<file path="config.mk">
export PLATFORM = sky130hd
export DESIGN_NAME = serial_to_parallel_rx
export DESIGN_NICKNAME = d
export VERILOG_FILES = /design/src/rtl/serial_to_parallel_rx.sv
export SDC_FILE = /design/constraint.sdc
export NUM_CORES = 1
export LEC_CHECK = 0
export BUFFER_PORTS_ARGS = -buffer_cell sky130_fd_sc_hd__buf_2
export CAP_MARGIN = 20
export CORE_MARGIN = 2
export CORE_UTILIZATION = 49
export DETAILED_ROUTE_END_ITERATION = 10
export GPL_TIMING_DRIVEN = 0
export PLACE_DENSITY = 0.74
export SLEW_MARGIN = 10
export SYNTH_ARGS = -nofsm -noshare
export SYNTH_HDL_FRONTEND = slang
export SYNTH_SLANG_ARGS = --single-unit
</file>
<file path="constraint.sdc">
create_clock -name clk -period 1.8 [get_ports clk]
set_input_delay 0.18 -clock clk [delete_from_list [all_inputs] [get_ports clk]]
set_output_delay 0.18 -clock clk [all_outputs]
set_load 0.1 [all_outputs]
</file>
<file path="src/rtl/serial_to_parallel_rx.sv">
// rtl/serial_to_parallel_rx.sv - bit-serial RX byte framer with COM-based link lock
// Optional build macro: SP_RX_SLIDE_ALIGN_EN (bit-phase search for COM while in SEARCH).
module serial_to_parallel_rx #(
    parameter logic [7:0]  COM_CHAR   = 8'hBC,
    parameter int unsigned LOCK_COUNT = 4
) (
    input  logic       clk,
    input  logic       reset,
    input  logic       data_in,
    output logic [7:0] data_out,
    output logic       valid_out,
    output logic       active
);

    typedef enum logic [1:0] {
        ST_SEARCH  = 2'd0,
        ST_LOCKING = 2'd1,
        ST_ACTIVE  = 2'd2
    } state_t;

    localparam logic [3:0] LOCK_CNT  = 4'(LOCK_COUNT);
    localparam logic [4:0] LOCK_CMP  = 5'(LOCK_COUNT);

    state_t     state, state_next;
    logic [6:0] shift_reg;
    logic [2:0] bit_cnt, bit_cnt_next;
    logic [3:0] com_cnt, com_cnt_next;
    logic [7:0] data_next;
    logic       valid_next;

    logic [7:0] window;
    logic       boundary;
    logic       is_com;
    logic [4:0] com_inc;

    assign window   = {shift_reg, data_in};
    assign boundary = (bit_cnt == 3'd7);
    assign is_com   = (window == COM_CHAR);
    assign com_inc  = {1'b0, com_cnt} + 5'd1;
    assign active   = (state == ST_ACTIVE);

    always_ff @(posedge clk) begin
        if (!reset) begin
            state     <= ST_SEARCH;
            shift_reg <= 7'd0;
            bit_cnt   <= 3'd0;
            com_cnt   <= 4'd0;
            data_out  <= 8'h00;
            valid_out <= 1'b0;
        end else begin
            state     <= state_next;
            shift_reg <= window[6:0];
            bit_cnt   <= bit_cnt_next;
            com_cnt   <= com_cnt_next;
            data_out  <= data_next;
            valid_out <= valid_next;
        end
    end

    always_comb begin
        state_next   = state;
        bit_cnt_next = bit_cnt + 3'd1;
        com_cnt_next = com_cnt;
        data_next    = data_out;
        valid_next   = valid_out;

        case (state)
            ST_SEARCH: begin
`ifdef SP_RX_SLIDE_ALIGN_EN
                // Any bit phase may start a lock; a match re-anchors the byte counter.
                if (is_com) begin
                    bit_cnt_next = 3'd0;
                    com_cnt_next = 4'd1;
                    if (LOCK_CNT == 4'd1) begin
                        state_next = ST_ACTIVE;
                        data_next  = COM_CHAR;
                    end else begin
                        state_next = ST_LOCKING;
                        data_next  = 8'h00;
                    end
                    valid_next = 1'b0;
                end else if (boundary) begin
                    data_next  = 8'h00;
                    valid_next = 1'b0;
                end
`else
                if (boundary) begin
                    data_next  = 8'h00;
                    valid_next = 1'b0;
                    if (is_com) begin
                        com_cnt_next = 4'd1;
                        if (LOCK_CNT == 4'd1) begin
                            state_next = ST_ACTIVE;
                            data_next  = COM_CHAR;
                        end else begin
                            state_next = ST_LOCKING;
                        end
                    end
                end
`endif
            end
            ST_LOCKING: begin
                if (boundary) begin
                    data_next  = 8'h00;
                    valid_next = 1'b0;
                    if (is_com) begin
                        if (com_inc >= LOCK_CMP) begin
                            com_cnt_next = LOCK_CNT;
                            state_next   = ST_ACTIVE;
                            data_next    = COM_CHAR;
                        end else begin
                            com_cnt_next = com_inc[3:0];
                        end
                    end else begin
                        com_cnt_next = 4'd0;
                        state_next   = ST_SEARCH;
                    end
                end
            end
            ST_ACTIVE: begin
                if (boundary) begin
                    if (is_com) begin
                        data_next  = COM_CHAR;
                        valid_next = 1'b0;
                    end else begin
                        data_next  = window;
                        valid_next = 1'b1;
                    end
                end
            end
            default: begin
                state_next   = ST_SEARCH;
                com_cnt_next = 4'd0;
                data_next    = 8'h00;
                valid_next   = 1'b0;
            end
        endcase
    end

endmodule

</file>
==> flow_summary_export.csv <==
group,metric,value,unit
status,outcome,"completed",
route,vias_per_cell,5.423,
sta,drv_slew,0,
synthesis,yosysWarnings,0,
route,drc,0,
sta,period_needed,1.752,ns
synthesis,synth-edff-count,0,
synthesis,synth_ff_type,"dfxtp_1",
final_layout,fill_cells,159,
power_and_ir_drop,combinationalPowerShare,3.1,%
synthesis,synth_cells,111,
sta,fmax,0.5709,GHz
grt,grt_pass1_wl,3.491,mm
clock_tree,cts.sinks,25,
synthesis,async_reset_ff_share,0,%
placement,dp_hpwl,1.455,mm
final_layout,areaGrowthSynthToFinish,26.92,%
floorplan,ios,13,
synthesis,post_synth_num_cell_types,31,
sta,tightestPinTransition,0.5544,ns
sta,setup_viol,0,
synthesis,synth-xor-area-share,0,%
synthesis,synth-seq-area-share,47.23,%
clock_tree,cts_tree,"yes",
clock_tree,holdBufCountCts,0,
setup_path,arrival,2.02,ns
route,drtAntennaViolNets,0,
synthesis,synth_most_common_cell,"dfxtp_1",
grt,grt_antenna_before_repair,0,
placement,io_buffers,12,
floorplan,core,2002,sq um
synthesis,synth_compound_area_share,18.30,%
setup_path,worstSetupStartpointType,"flip-flop",
setup_path,cp_slowest_stage_delay,0.55,ns
route,dr_total_vias,884,
power_and_ir_drop,p_leak,0.5558,nW
setup_path,worstReg2RegStart,"shift_reg[5]",
setup_path,critPathKind,"flip-flop to flip-flop",
grt,grt_pass1_vias,845,
clock_tree,htreeDepth,1,
power_and_ir_drop,peakVddDrop,516.3,uV
min_path,worstHoldStart,"data_in",
synthesis,synth-simple-area-share,22.55,%
sta,rsz0062_at_grt,"yes",
placement,placed_cells,150,
power_and_ir_drop,p_per_area,635.9,nW/um^2
setup_path,cp-end-kind,"flip-flop",
final_layout,final_nets,147,
floorplan,die_w,50.51,um
sta,post-route-period-util,97.31,%
sta,finalWorstSetupSlack,0.04844,ns
final_layout,final_area,1345,sq um
sta,skew,0.008700,ns
grt,grt_use_total,18.11,%
final_layout,instances_no_fill,163,
synthesis,synthTopCellsByArea,"dfxtp_1 47%, ha_1 8.3%, a21oi_1 6.1%",
sta,hold_ws,0.08946,ns
power_and_ir_drop,p_switching,195.9,uW
route,wl_per_cell,13.39,um
synthesis,netlist_area,1060,sq um
grt,grt_max_degree,16,
route,drt-total-wl,2.183,mm
floorplan,dieArea,2551,sq um
sta,slew-limit-headroom,62.76,%
setup_path,path_cells,"or4b_4 -> nor2_4 -> a31oi_4 -> or3b_1 -> a21oi_1",
floorplan,initial_core_util,52.94,%
synthesis,synth_top_area_cell,"dfxtp_1",
synthesis,synth_top_family_by_area,"simple AND/OR/NAND/NOR gates",
clock_tree,clk_pin_slew,0.14,ns
power_and_ir_drop,seqPwrFrac,66.7,%
synthesis,synth_fa_ha_area_share,8.264,%
clock_tree,root_buffer,"clkbuf_4",
floorplan,die_h,50.51,um
min_path,min_path_type,"input port to flip-flop",
synthesis,post_synth_mux_area_share,0,%
final_layout,drive_above_1_share,35.29,%
flow_run,drv_cap,0,
clock_tree,clockBufferDepth,2,
floorplan,rows,16,
synthesis,synth_top_area_share,47.23,%
sta,hold_viol_final,0,
setup_path,slowest_stage,"or4b_4",
power_and_ir_drop,switching_share,22.90,%
synthesis,synth_commonest_cells,"25 x dfxtp_1, 13 x a21oi_1, 13 x nand2_1",
synthesis,synth.avg_cell_area,9.547,sq um
clock_tree,numCtsBuffers,3,
placement,gp_congestion,0.7731,
clock_tree,clk_latency,0.32,ns
placement,place_ws,-0.1136,ns
grt,globalRouteOverflowTotal,0,
placement,placed_area,1172,sq um
route,dr.pass1.iters,4,
final_layout,largest_reg_flops,8,
power_and_ir_drop,finalPower,855.4,uW
setup_path,cp_max_fo,7,
setup_path,cp.required,2.07,ns
power_and_ir_drop,clkPwrFrac,30.2,%
power_and_ir_drop,p_int,659.5,uW
synthesis,synth_nets,121,
synthesis,synth_seq_cells,25,
route,drt-initial-drc-count,11,
setup_path,cp-startpoint,"shift_reg[5]",
final_layout,insertedDiodeCount,0,
routing by layer:
layer	share of wire (%)	routed length (um)	GRT usage (%)	vias up
met2	49	1061	31.80	23
met3	4.1	89	4.464	7
li1	-	-	-	436
met4	1.9	42	8.108	0
met5	0	0	0	-
met1	45	989	20.60	418
power by group through the flow:
stage	Clock [mW]	Sequential, mW	Combinational (mW)
6_report	0.259	0.570	0.0263
5_1_grt	0.283	0.572	0.0321
4_1_cts	0.260	0.567	0.0233
3_5_place_dp	0	0.579	0.0230
3_3_place_gp	0	0.579	0.0215
2_1_floorplan	0	0.578	0.0140
repair_timing:
item	CTS	global route
resized for setup	8	11
buffers inserted	2	7
endpoints found under the setup margin	6	10
pin swaps	4	7
cells in the final DEF, fill, tap and decap left out, types with 2 or more instances in the layout:
cell,synthesis,final
inv_1,6,5
dfxtp_2,0,2
buf_2,1,13
nand4_1,4,4
ha_4,0,3
buf_4,0,9
ha_1,7,3
clkbuf_4,0,3
a21o_1,5,5
nand2_1,13,13
a21oi_1,13,12
and2_1,8,8
dfxtp_1,25,23
nor2_1,5,5
stage by stage:
step | setup TNS, ns | utilization [%]
floorplan | 0 | -
global placement | -0.06930 | 58.56
detailed placement | -0.2032 | 58.56
CTS | 0 | 62.25
global route | -0.1549 | 67.19
finish | 0 | 67.19
final cells by class:
type | count | area (sq um) | area share (%)
Sequential cell | 25 | 503.0 | 37.40
Timing Repair Buffer | 21 | 127.6 | 9.488
Clock inverter | 1 | 7.507 | 0.5581
Tap cell | 27 | 33.78 | 2.512
Buffer | 3 | 20.02 | 1.488
Clock buffer | 3 | 22.52 | 1.674
Multi-Input combinational cell | 76 | 604.3 | 44.93
Inverter | 7 | 26.28 | 1.953
worst max-delay path, delay by kind of cell, from the launching register on:
kind,cells,cell delay [ns]
AOI/OAI and AO/OA,2,0.25
and+or+nand+nor,3,1.08
DFF,1,0.36
worst paths after layout:
check	to	slack (ns)	cells past startpoint
setup / recovery	state[0]	0.05	5
hold / removal	shift_reg[0]	0.09	2
hold reg to reg	data_out[0]	0.46	2
setup reg to reg	state[0]	0.05	5
cells by family after synthesis:
kind of cell	Yosys count
and+or+nand+nor	41
adders and majority gates	7
DFF	25
buffers and inverters	10
AOI/OAI and AO/OA	28
Note: power is estimated with default switching activity, not from simulation.
